## config.mk

```make
export PLATFORM = sky130hd
export DESIGN_NAME = parallel_to_serial
export DESIGN_NICKNAME = d
export VERILOG_FILES = /design/src/rtl/ps_pkg.sv /design/src/rtl/parallel_to_serial_bit_timer.sv /design/src/rtl/parallel_to_serial.sv
export SDC_FILE = /design/constraint.sdc
export NUM_CORES = 1
export LEC_CHECK = 0
export BUFFER_PORTS_ARGS = -buffer_cell sky130_fd_sc_hd__buf_2
export CAP_MARGIN = 0
export CORE_ASPECT_RATIO = 1.1
export CORE_UTILIZATION = 40
export CTS_CLUSTER_DIAMETER = 100
export DETAILED_ROUTE_END_ITERATION = 10
export GPL_TIMING_DRIVEN = 0
export PLACE_DENSITY = 0.6
export SLEW_MARGIN = 20
export SYNTH_ARGS = -nofsm -noshare
export SYNTH_HDL_FRONTEND = slang
export SYNTH_SLANG_ARGS = --single-unit
```

## constraint.sdc

```tcl
create_clock -name clk -period 2.35 [get_ports clk]
set_input_delay 0.1175 -clock clk [delete_from_list [all_inputs] [get_ports clk]]
set_output_delay 0.1175 -clock clk [all_outputs]
set_load 0.1 [all_outputs]
```

## src/rtl/ps_pkg.sv

```systemverilog
// rtl/ps_pkg.sv - shared frame-state encoding and frame-bit constants
package ps_pkg;

  typedef enum logic [1:0] {
    IDLE     = 2'b00,
    START    = 2'b01,
    TRANSMIT = 2'b10,
    STOP     = 2'b11
  } ps_state_e;

  localparam logic START_BIT = 1'b0;
  localparam logic STOP_BIT  = 1'b1;

endpackage

```

## src/rtl/parallel_to_serial_bit_timer.sv

```systemverilog
// rtl/parallel_to_serial_bit_timer.sv - bit-period counter, ticks on the last cycle of each bit
module bit_timer #(
  parameter int CLKS_PER_BIT = 1
) (
  input  logic clk,
  input  logic rst,
  input  logic clear,
  output logic tick
);

  localparam int CW = (CLKS_PER_BIT > 1) ? $clog2(CLKS_PER_BIT) : 1;
  localparam logic [CW-1:0] LAST = CW'(CLKS_PER_BIT - 1);

  logic [CW-1:0] cnt_q, cnt_d;

  // Every state change lands on a tick, so the wrap doubles as the per-state restart.
  always_comb begin
    cnt_d = cnt_q;
    if (clear || cnt_q == LAST) begin
      cnt_d = '0;
    end else begin
      cnt_d = cnt_q + 1'b1;
    end
  end

  assign tick = !clear && (cnt_q == LAST);

  always_ff @(posedge clk) begin
    if (rst) begin
      cnt_q <= '0;
    end else begin
      cnt_q <= cnt_d;
    end
  end

endmodule

```

## src/rtl/parallel_to_serial.sv

```systemverilog
// rtl/parallel_to_serial.sv - framed serial transmitter: start 0, data LSB first, stop 1
module parallel_to_serial
  import ps_pkg::*;
#(
  parameter int DATA_W       = 8,
  parameter int CLKS_PER_BIT = 1
) (
  input  logic              clk,
  input  logic              rst,
  input  logic              load,
  input  logic [DATA_W-1:0] din,
  output logic              ser_out,
  output logic              busy,
  output logic              done
);

  localparam int BW = $clog2(DATA_W);
  localparam logic [BW-1:0] LAST_BIT = BW'(DATA_W - 1);

  ps_state_e         state_q, state_d;
  logic [DATA_W-1:0] shift_q, shift_d;
  logic [BW-1:0]     bit_cnt_q, bit_cnt_d;
  logic              ser_q, ser_d;
  logic              busy_q, busy_d;
  logic              done_q, done_d;
  logic              tick;

  bit_timer #(.CLKS_PER_BIT(CLKS_PER_BIT)) u_bit_timer (
    .clk   (clk),
    .rst   (rst),
    .clear (state_q == IDLE),
    .tick  (tick)
  );

  always_comb begin
    state_d   = state_q;
    shift_d   = shift_q;
    bit_cnt_d = bit_cnt_q;
    ser_d     = ser_q;
    busy_d    = busy_q;
    done_d    = 1'b0;
    case (state_q)
      IDLE: begin
        ser_d  = STOP_BIT;
        busy_d = 1'b0;
        if (load) begin
          shift_d   = din;
          bit_cnt_d = '0;
          state_d   = START;
          ser_d     = START_BIT;
          busy_d    = 1'b1;
        end
      end
      START: begin
        if (tick) begin
          state_d = TRANSMIT;
          ser_d   = shift_q[0];
        end
      end
      TRANSMIT: begin
        if (tick) begin
          if (bit_cnt_q == LAST_BIT) begin
            state_d   = STOP;
            ser_d     = STOP_BIT;
            bit_cnt_d = '0;
          end else begin
            shift_d   = shift_q >> 1;
            ser_d     = shift_q[1];
            bit_cnt_d = bit_cnt_q + 1'b1;
          end
        end
      end
      STOP: begin
        if (tick) begin
          state_d = IDLE;
          busy_d  = 1'b0;
          done_d  = 1'b1;
        end
      end
      default: state_d = IDLE;
    endcase
  end

  always_ff @(posedge clk) begin
    if (rst) begin
      state_q   <= IDLE;
      shift_q   <= '0;
      bit_cnt_q <= '0;
      ser_q     <= STOP_BIT;
      busy_q    <= 1'b0;
      done_q    <= 1'b0;
    end else begin
      state_q   <= state_d;
      shift_q   <= shift_d;
      bit_cnt_q <= bit_cnt_d;
      ser_q     <= ser_d;
      busy_q    <= busy_d;
      done_q    <= done_d;
    end
  end

  assign ser_out = ser_q;
  assign busy    = busy_q;
  assign done    = done_q;

endmodule

```

======== Word level (Yosys, flattened, before mapping) ========
Index checks and enable logic that the tools add are counted.
operators by class
  shift-type cells ........................ 0
  divide/modulo/power cells ............... 0
  mux-type cells .......................... 23
  $lt $le $gt $ge ......................... 0
  reduce and logical (&&, ||, !) cells .... 14
  $mul .................................... 0
  equality and inequality tests ........... 10
  bitwise logic cells ..................... 2
  add/sub/neg operators ................... 2
operators by type and width
  kind                   count
  $mux W8                3
  $pmux W8 S2            1
  $ne A2 B2 Y1 const B   6
  $mux W2                5
  $mux W3                3
  $pmux W2 S4            1
  $mux W1                7
  $pmux W3 S2            1
  $reduce_and A3 Y1      2
  $reduce_and A5 Y1      1
  $eq A2 B2 Y1 const B   2
  $reduce_and A4 Y1      1
  $reduce_bool A2 Y1     2
  $reduce_or A2 Y1       2
  $add A3 B1 Y3 const B  1
  $eq A3 B3 Y1 const B   1
  $pmux W1 S3            1
  $reduce_bool A3 Y1     1
  $eq A2 B1 Y1 const B   1
  $logic_not A2 Y1       1
  $not A1 Y1             2
  $pmux W1 S2            1
  $reduce_and A2 Y1      1
  $add A1 B1 Y1 const B  1
  other kinds (3)        3
word-level totals
  RAM bits ................................ 0
  bits in read-only memories .............. 0
  memories ................................ 0
  output and inout bits ................... 3
  input bits .............................. 11
  bits in registers ....................... 17
  logic and storage cells ................. 58
  bits in latches ......................... 0

======== Longest topological paths before layout ========
Gate-level depths: netlist of the first run.
  depth in word-level cells ............... 5
  mapped depth ............................ 7
  depth with buffers taken out ............ 5

======== Hierarchy ========
From an unflattened synthesis of the first run, not the netlist that was laid out.
second synthesis, totals
  cell total of the unflattened synthesis .. 94
  area total of the unflattened synthesis .. 893.4 um^2
by module, submodules not included
  module              area an instance (um^2)  cells each  instances
  parallel_to_serial  865.8                    91          1
  bit_timer           27.5                     3           1

======== Worst setup path after synthesis of the first run ========
OpenSTA, ideal clock, no wires.
  kind .................................... register -> register
  start ................................... register bit_cnt_q[0]
  end ..................................... register shift_q[0]
  data arrival time ....................... 1.702 ns
  period minus slack after synthesis ...... 1.834 ns
  setup slack ............................. 0.516 ns
  stages on the path, launching flop included .. 7
  cells stage by stage .................... dfxtp_1 -> ha_1 -> ha_1 -> or4b_1 -> clkbuf_1 -> a221oi_1 -> nor3_1
on the way
  longest elaborated chain between the ends .. 3
RTL lines
  item                                line                      RTL
  start, declared                     parallel_to_serial.sv:22  logic [BW-1:0] bit_cnt_q, bit_cnt_d;
  start signal, assigned              parallel_to_serial.sv:95  bit_cnt_q <= bit_cnt_d;
  $eq A3 B3 Y1                        parallel_to_serial.sv:62  if (bit_cnt_q == LAST_BIT) begin
  $ne A2 B2 Y1 (no source line)       n/a
  $reduce_and A4 Y1 (no source line)  n/a
  end signal, assigned                parallel_to_serial.sv:94  shift_q <= shift_d;
  end, declared                       parallel_to_serial.sv:21  logic [DATA_W-1:0] shift_q, shift_d;
Every way passes these cells.
A chain may end at the register's enable or synchronous reset.

======== Final worst setup path of the first run ========
  start ................................... register bit_cnt_q[0]
  end ..................................... register shift_q[4]
The elaborated chain is that of the path after synthesis.

==> results of run 1 <==
[critical path, stage by stage (launching register included)]
cell and delay, ns:
dfxtp_1 0.34, ha_1 0.21, ha_1 0.22, or4b_1 0.53
clkbuf_1 0.22, a221oi_1 0.34, nor3_1 0.08
[metrics by stage]
stage               hold WS [ns]  worst slack (ns)  area, um2  power [mW]   util
CTS                       0.0507             0.308       1070        1.32  0.477
floorplan                  0.254             0.516        950        1.01      -
global placement           0.367             0.347       1050        1.14  0.465
finish                    0.0506             0.302       1070        1.31  0.477
detailed placement         0.372             0.329       1050        1.16  0.465
global route              0.0725             0.170       1070        1.42  0.477
[layout make-up]
class | count | area, um2 | share of cell area
Timing Repair Buffer | 12 | 60.1 | 0.0559
Multi-Input combinational cell | 76 | 569 | 0.530
Clock buffer | 4 | 26.3 | 0.0245
Buffer | 8 | 32.5 | 0.0303
Sequential cell | 17 | 340 | 0.317
Inverter | 2 | 7.51 | 0.00699
Tap cell | 30 | 37.5 | 0.0350
[cells by family (layout without fill, tap and decap cells)]
family | Yosys count | count (layout) | synth area share
flip-flops | 17 | 17 | 0.358
adder cells (fa/ha/maj) | 8 | 8 | 0.105
AO/OA/AOI/OAI | 19 | 19 | 0.159
buffers and inverters | 10 | 26 | 0.0422
multiplexers | 3 | 3 | 0.0316
AND/OR/NAND/NOR | 45 | 45 | 0.299
other | 1 | 1 | 0.00395
[power breakdown]
group	leakage, nW	internal [mW]	switching [mW]
Clock	0.0150	0.0662	0.100
Combinational	0.275	0.284	0.428
Sequential	0.140	0.376	0.0575
[synthesized netlist by cell type, types with 3 or more instances]
cell type,number
dfxtp_1,17
nor2b_1,9
a21oi_1,3
clkbuf_1,6
nand3_1,3
nand2b_1,5
a221oi_1,7
mux2i_1,3
ha_1,8
nor3_1,14
[layer usage]
layer | track usage | up-vias | part of all wire
met5 | 0 | - | 0
met4 | 0.103 | 0 | 0.021
met3 | 0.0259 | 4 | 0.027
met2 | 0.303 | 16 | 0.45
met1 | 0.210 | 379 | 0.50
li1 | - | 410 | -
[path summary, 6_finish.rpt]
path / end / slack [ns] / cells after the start
setup / recovery: shift_q[4] / 0.30 / 6
hold reg to reg: shift_q[7] / 0.49 / 2
setup reg to reg: shift_q[4] / 0.30 / 6
hold / removal: shift_q[7] / 0.05 / 3
[cell usage in the layout (no fill, tap or decap), drive strengths merged, types with 2 or more instances in the layout]
cell type / netlist / routed
nor3: 14 / 14
nor2b: 9 / 9
nor2: 2 / 2
nor4b: 2 / 2
buf: 2 / 14
mux2i: 3 / 3
a21oi: 3 / 3
nand2b: 5 / 5
clkbuf: 6 / 10
ha: 8 / 8
nand3: 3 / 3
inv: 2 / 2
dfxtp: 17 / 17
a221oi: 7 / 7
or4b: 2 / 2
nand2: 2 / 2
[state kept, by name, indices dropped and copies added, names as in the netlist]
| register | count |
|---|---|
| u_bit_timer.cnt_q | 1 |
| done | 1 |
| shift_q | 8 |
| busy | 1 |
| ser_out | 1 |
| bit_cnt_q | 3 |
| state_q | 2 |
==> qor.txt, run 1 <==
Post-synth EDFFs - 0
Startpoint Class - register
Worst Path Required - 2.54 ns
Worst-Skew Late Latency - 0.30 ns
Hold WC Path Type - in2reg
Leakage - 0.430 nW
Worst Skew - 0.00211 ns
cts repair resizes - 0
headroom to the max-slew limit - 0.557
Max Cap Violations - 0
cell area after synthesis - 950 um2
achievable frequency - 488 MHz
critical path fanouts, max - 8
YS warnings - 0
fin. max-slew vios - 0
Layout Area Growth over Synthesis - 13.0%
Hold Vio Cnt, Final - 0
Hold Crit Start - din[7]
routability cong. - 0.795
Placed Cells - 145
CTS tree - yes
Residual DRC - 0
htree depth - 1
Core Rows - 18
Setup crit end kind - register
critical path class - reg2reg
Worst Tran Pin Value - 0.663 ns
status - completed
vias in the first global route - 735
PD cells - 1220 mW/mm2
synthesized net count - 122
Reg clk slew, reported paths - 0.10 ns
Mapped Avg Cell Area - 9.22 um2
wire length per cell - 13.5 um
CP startpoint - bit_cnt_q[0]
first-pass GRT wire length - 3370 um
Chip Width - 48.5 um
FF+latch count, synth - 17
Max clock buf depth - 2
clock sinks - 17
Reg2Reg Launch Point - bit_cnt_q[0]
die height - 53.1 um
DPL Wire Length - 1420 um
global-route usage over all layers - 0.176
routed via count - 809
fill count - 233
port bufs - 12
post-route ant nets - 0
initial antenna violation count - 0
CTS Hold Buffers Added - 0
DR pass1 iterations - 2
Area contributors post-synth - dfxtp_1 36%, ha_1 11%, nor3_1 7.4%
RSZ-0062 raised after global routing - no
Core ar. - 0.00225 mm2
pin count of the biggest net entering global routing - 11
Synth cell types - 33
Setup-failing EPs final - 0
final wirelength - 2010 um
fin nets - 139
Initial Util - 0.422
ANT cells - 0
Non-Filler Instances - 149
Tcrit/Tclk final - 0.872
sequential element share of the synthesized area - 0.358
total negative slack - 0 ns
share of cells above drive strength 1 - 0.168
Starting DRT DRC Count - 16
area leader, netlist - dfxtp_1
crit path time final - 2.05 ns
Syn Inst Count - 103
Root Driver - clkbuf_4
share of the synthesized area in the top cell type - 0.358
I/O pins - 14
total global routing overflow - 0
Post CTS Setup Buffer Count - 0
CTS Buf Count - 3
Worst Path Arrival - 2.24 ns
drt via density - 5.43
ys flop type - dfxtp_1
Worst IR Drop VDD - 0.490 mV
Async S/R FF share, synth - 0
die footprint - 0.00257 mm2
No activity file was read; power rests on OpenSTA's default activity.
==> run 2: changes to the inputs <==
Settings changed: CORE_MARGIN set to 2.
==> qor.txt, run 2 (synthesis results as in run 1) <==
CTS Buf Count - 3 (unchanged)
status - completed
Cell Chain, Critical Path - ha_1 -> ha_1 -> or4b_1 -> clkbuf_1 -> a221oi_1 -> nor3_1
post-route ant nets - 0 (unchanged)
first-pass GRT wire length - 3300 um (-2.0%)
Max clock buf depth - 2 (unchanged)
die height - 55.1 um (+3.8%)
Tcrit/Tclk final - 0.879 (+0.00702)
Pint - 0.725 mW (-0.20%)
critical path fanouts, max - 8 (unchanged)
CTS Hold Buffers Added - 0 (unchanged)
Biggest register - shift_q
DR pass1 iterations - 4 (+2)
CP top delay family - simple AND/OR/NAND/NOR gates
most frequent cells in the layout - 17 x dfxtp_1, 14 x buf_2, 14 x nor3_1, 9 x nor2b_1, 8 x ha_1
Worst Tran Pin Value - 0.705 ns (+0.0421 ns)
Worst Skew - 0.00269 ns (+0.000581 ns)
Initial Util - 0.422 (unchanged)
achievable frequency - 484 MHz (-0.80%)
PD cells - 1210 mW/mm2 (-1.0%)
clock share of power - 0.122 (-0.005)
Leakage - 0.430 nW (unchanged)
Core Rows - 18 (unchanged)
die footprint - 0.00278 mm2 (+8.0%)
fin. max-slew vios - 0 (unchanged)
Startpoint Class - register
Layout Area Growth over Synthesis - 13.0% (unchanged)
total power - 1.30 mW (-1.0%)
Reg clk slew, reported paths - 0.10 ns (about the same)
Worst Path Arrival - 2.24 ns (about the same)
Worst-Skew Late Latency - 0.29 ns (about the same)
initial antenna violation count - 0 (unchanged)
most used cell, CP - ha_1
global-route usage over all layers - 0.161 (-0.0149)
critical path class - reg2reg
routed via count - 818 (+1.1%)
I/O pins - 14 (unchanged)
max FFs per register - 8 (unchanged)
final core occ - 0.477 (unchanged)
Root Driver - clkbuf_4
final wirelength - 1950 um (-3.3%)
Max Cap Violations - 0 (unchanged)
Chip Width - 50.5 um (+4.1%)
total global routing overflow - 0 (unchanged)
RSZ-0062 raised after global routing - no
CTS tree - yes
Core ar. - 0.00225 mm2 (unchanged)
Largest regs - shift_q: 8 flops, bit_cnt_q: 3 flops, state_q: 2 flops
Max stage delay on crit path - 0.53 ns (about the same)
Hold Vio Cnt, Final - 0 (unchanged)
Setup crit end kind - register
share of cells above drive strength 1 - 0.168 (unchanged)
Worst IR Drop VDD - 0.644 mV (+31%)
combinational share of power - 0.543 (about the same)
Setup-failing EPs final - 0 (unchanged)
Residual DRC - 0 (unchanged)
commonest non-fill, non-tap cell in the layout - dfxtp_1
sequential share of power - 0.335 (+0.005)
CP Buf/Inv Count - 1 (unchanged)
crit path time final - 2.06 ns (+0.0165 ns)
DPL Wire Length - 1430 um (+0.56%)
Post CTS Setup Buffer Count - 0 (unchanged)
fin nets - 139 (unchanged)
wire length per cell - 13.1 um (-3.3%)
routability cong. - 0.806 (+1.4%)
pin count of the biggest net entering global routing - 11 (unchanged)
drt via density - 5.49 (+1.1%)
total negative slack - 0 ns (unchanged)
Switch Pwr - 0.574 mW (-2.1%)
headroom to the max-slew limit - 0.529 (-0.0281)
vias in the first global route - 723 (-1.6%)
cts repair resizes - 0 (unchanged)
ANT cells - 0 (unchanged)
clock sinks - 17 (unchanged)
sw frac - 0.442 (-0.00467)
Slowest cell on crit path - or4b_1
Starting DRT DRC Count - 10 (-6)
Hold WC Path Type - in2reg
Worst Path Required - 2.53 ns (about the same)
port bufs - 12 (unchanged)
htree depth - 1 (unchanged)
-- run 2: path summary, 6_finish.rpt --
path / cells after the start / slack (ns) / to / from
max: 6 / 0.29 / shift_q[5] / bit_cnt_q[0]
min: 3 / 0.06 / shift_q[7] / din[7]
max reg2reg: 6 / 0.29 / shift_q[5] / bit_cnt_q[0]
min reg2reg: 2 / 0.47 / shift_q[7] / shift_q[7]
-- run 2: power by group through the flow --
stage               Clock, mW  Sequential, mW  Combinational (mW)
floorplan                   0           0.518               0.496
global placement            0           0.437               0.704
detailed placement          0           0.442               0.709
CTS                     0.164           0.436               0.711
global route            0.173           0.445               0.787
finish                  0.159           0.435               0.706
-- run 2: routing by layer --
metal / GRT usage / routed length, um
met1: 0.193 / 968
met2: 0.279 / 851
met3: 0.0323 / 88
met4: 0.0811 / 37
met5: 0 / 0
-- run 2: layout make-up --
cell class              instances  area, um2
clock buffers                   4       26.3
multi-input cells              76        569
repair buffers                 12       60.1
fillers                       235       1180
plain buffers                   8       32.5
flip-flops and latches         17        340
well taps                      30       37.5
inverters                       2       7.51
-- run 2: through the flow --
stage / hold slack, ns / instance area (um2) / std cells / setup slack (ns)
floorplan: 0.254 / 950 / 103 / 0.516
global placement: 0.368 / 1050 / 145 / 0.290
detailed placement: 0.370 / 1050 / 145 / 0.304
CTS: 0.0551 / 1070 / 149 / 0.286
global route: 0.0727 / 1070 / 149 / 0.174
finish: 0.0565 / 1070 / 149 / 0.285
-- run 2: worst reg2reg max path, delay by kind of cell (launching register included) --
family	cells	cell delay, ns
AO/OA/AOI/OAI	1	0.37
adder cells (fa/ha/maj)	2	0.43
AND/OR/NAND/NOR	2	0.60
flip-flops	1	0.34
buffers and inverters	1	0.22
==> run 3: changes to the inputs <==
Settings changed: ABC_AREA set to 1.
==> qor.txt, run 3 <==
status - completed
drt via density - 4.54 (-17%)
clock share of power - 0.106 (-0.016)
Starting DRT DRC Count - 27 (+17)
Max Cap Violations - 0 (unchanged)
port bufs - 13 (+1)
CTS Buf Count - 3 (unchanged)
cts repair resizes - 0 (unchanged)
sw frac - 0.504 (+0.0619)
fill count - 254 (+8.1%)
worst r2r path cells - 9 (+3)
highest metal used - met4
commonest non-fill, non-tap cell in the layout - nand2_1
cell area after synthesis - 966 um2 (+1.7%)
Reg clk slew, reported paths - 0.10 ns (about the same)
total global routing overflow - 0 (unchanged)
Setup-failing EPs final - 0 (unchanged)
area leader, netlist - dfxtp_1
most frequent cells in the layout - 42 x nand2_1, 24 x nor2_1, 21 x inv_1, 17 x dfxtp_1, 15 x buf_2
met3 wire length - 62 um (-30%)
DRT met1 WL - 888 um (-8.3%)
routed via count - 871 (+6.5%)
Hold WC Path Type - in2reg
Chip Width - 50.9 um (+0.79%)
DR pass1 iterations - 2 (-2)
CP top delay family - buffers and inverters
htree depth - 1 (unchanged)
share of the synthesized area in the top cell type - 0.352 (-0.00603)
YS warnings - 0 (unchanged)
Cell Chain, Critical Path - inv_1 -> ha_1 -> inv_2 -> nand2_2 -> nand2_2 -> nand3_4 -> buf_6 -> nor2_1 -> nor2_1
Layout Area Growth over Synthesis - 13.5%
CTS Hold Buffers Added - 0 (unchanged)
crit path time final - 1.60 ns (-0.461 ns)
ys flop type - dfxtp_1
Mapped Avg Cell Area - 6.66 um2 (-28%)
synth cell count leaders - 42 x nand2_1, 24 x nor2_1, 21 x inv_1, 17 x dfxtp_1, 8 x ha_1
Max stage delay on crit path - 0.38 ns (-0.15 ns)
final wirelength - 1810 um (-6.8%)
CP Buf/Inv Count - 3 (+2)
ANT cells - 0 (unchanged)
Worst-Skew Late Latency - 0.30 ns (about the same)
Worst Skew - 0.00708 ns (+0.00439 ns)
sequential element share of the synthesized area - 0.352 (-0.00603)
vias in the first global route - 769 (+6.4%)
Max clock buf depth - 2 (unchanged)
post-route ant nets - 0 (unchanged)
most numerous cell in the Yosys netlist - nand2_1
Biggest register - shift_q
critical path class - reg2reg
total negative slack - 0 ns (unchanged)
fin nets - 182 (+31%)
pin count of the biggest net entering global routing - 11 (unchanged)
worst hold path depth - 2 (-1)
synthesized net count - 164 (+34%)
DPL Wire Length - 1400 um (-2.1%)
Initial Util - 0.425 (+0.00298)
Worst Path Required - 2.55 ns (+0.02 ns)
Placed Cells - 188 (+30%)
routability cong. - 0.791 (-1.9%)
fin. max-slew vios - 0 (unchanged)
combinational share of power - 0.605 (+0.062)
Worst Path Arrival - 1.81 ns (-0.43 ns)
Residual DRC - 0 (unchanged)
Post-synth EDFFs - 0 (unchanged)
Largest regs - shift_q: 8 flops, bit_cnt_q: 3 flops, state_q: 2 flops
initial antenna violation count - 0 (unchanged)
Root Driver - clkbuf_4
Reg2Reg Launch Point - state_q[0]
Async S/R FF share, synth - 0 (unchanged)
die footprint - 0.00282 mm2 (+1.6%)
Post CTS Setup Buffer Count - 0 (unchanged)
Leakage - 0.606 nW (+41%)
max FFs per register - 8 (unchanged)
achievable frequency - 623 MHz (+29%)
wire length per cell - 9.44 um (-28%)
Worst R2R Setup Slack - 0.75 ns (+0.46 ns)
Syn Inst Count - 145 (+41%)
Synth cell types - 18 (-45%)
Hold Vio Cnt, Final - 0 (unchanged)
CTS tree - yes
die height - 55.5 um (+0.79%)
Switch Pwr - 0.781 mW (+36%)
Worst Hold End - shift_q[7]
Non-Filler Instances - 192 (+29%)
Pint - 0.769 mW (+6.0%)
Startpoint Class - register
I/O pins - 14 (unchanged)
Core ar. - 0.00227 mm2 (+1.0%)
Tcrit/Tclk final - 0.683 (-0.196)
first-pass GRT wire length - 3160 um (-4.2%)
Area contributors post-synth - dfxtp_1 35%, nand2_1 16%, ha_1 10%
Core Rows - 18 (unchanged)
Hold Crit Start - rst
Slowest cell on crit path - dfxtp_1
sequential share of power - 0.289 (-0.046)
r2r endpoint - shift_q[1]
critical path fanouts, max - 10 (+2)
global-route usage over all layers - 0.147 (-0.0135)
clock sinks - 17 (unchanged)
FF+latch count, synth - 17 (unchanged)
share of cells above drive strength 1 - 0.185 (+0.0171)
PD cells - 1410 mW/mm2 (+17%)
Met2 Wirelength - 796 um (-6.5%)
Setup crit end kind - register
RSZ-0062 raised after global routing - no
Worst IR Drop VDD - 0.819 mV (+27%)
==> run 3: cell count changes after synthesis, moves of 3 or more <==
cell | before | now
nor3_1 | 14 | 2
a221oi_1 | 7 | 0
nand2b_1 | 5 | 0
o21ai_0 | 1 | 7
nand2_1 | 2 | 42
clkbuf_1 | 6 | 0
nor2_1 | 2 | 24
nand2_2 | 0 | 6
nor2b_1 | 9 | 0
nand4_1 | 0 | 4
inv_1 | 2 | 21
mux2i_1 | 3 | 0
==> run 3: final cells by class <==
type | count | area (um2) | share of cell area
multi-input cells | 102 | 518 | 0.473
flip-flops and latches | 17 | 340 | 0.311
inverters | 23 | 86.3 | 0.0788
repair buffers | 13 | 65.1 | 0.0594
well taps | 30 | 37.5 | 0.0342
clock buffers | 3 | 22.5 | 0.0205
plain buffers | 3 | 21.3 | 0.0194
clock inverters | 1 | 5.00 | 0.00457
==> run 3: cells by family (layout without fill, tap and decap cells) <==
kind of cell,after synthesis,after routing,share of synthesized area
compound gates,13,13,0.0738
other cells,1,1,0.00388
simple gates,80,80,0.355
buf+inv,26,43,0.111
flops,17,17,0.352
fa+ha+maj,8,8,0.104
==> run 3: how the worst max path moves through the flow <==
stage	start	endpoint	cells past startpoint
floorplan	state_q[0]	shift_q[1]	9
finish	state_q[0]	shift_q[1]	9
CTS	state_q[0]	shift_q[1]	9
global route	state_q[0]	shift_q[2]	10
global placement	state_q[0]	shift_q[1]	9
detailed placement	state_q[0]	shift_q[5]	9
==> run 3: power by group through the flow <==
stage                     sequential (mW)  clock (mW)  combinational [mW]
final                               0.449       0.164               0.937
after detailed placement            0.457           0               0.948
after global routing                0.461       0.178                1.09
after floorplan                     0.549           0               0.679
after CTS                           0.450       0.170               0.953
after global placement              0.449           0               0.939
==> run 3: layer usage <==
layer | up-vias | GRT usage
met5 | - | 0
met4 | 0 | 0.0927
met3 | 7 | 0.0270
met2 | 17 | 0.226
met1 | 374 | 0.188
li1 | 473 | -
==> run 3: per-stage QoR <==
step	util	hold WS, ns	instance area [um2]	power [mW]	setup WS (ns)
6_report	0.482	0.0468	1100	1.55	0.746
5_1_grt	0.482	0.0442	1100	1.73	0.625
4_1_cts	0.482	0.0402	1100	1.57	0.732
3_5_place_dp	0.470	0.369	1070	1.40	0.738
3_3_place_gp	0.470	0.368	1070	1.39	0.761
2_1_floorplan	-	0.180	966	1.23	0.964
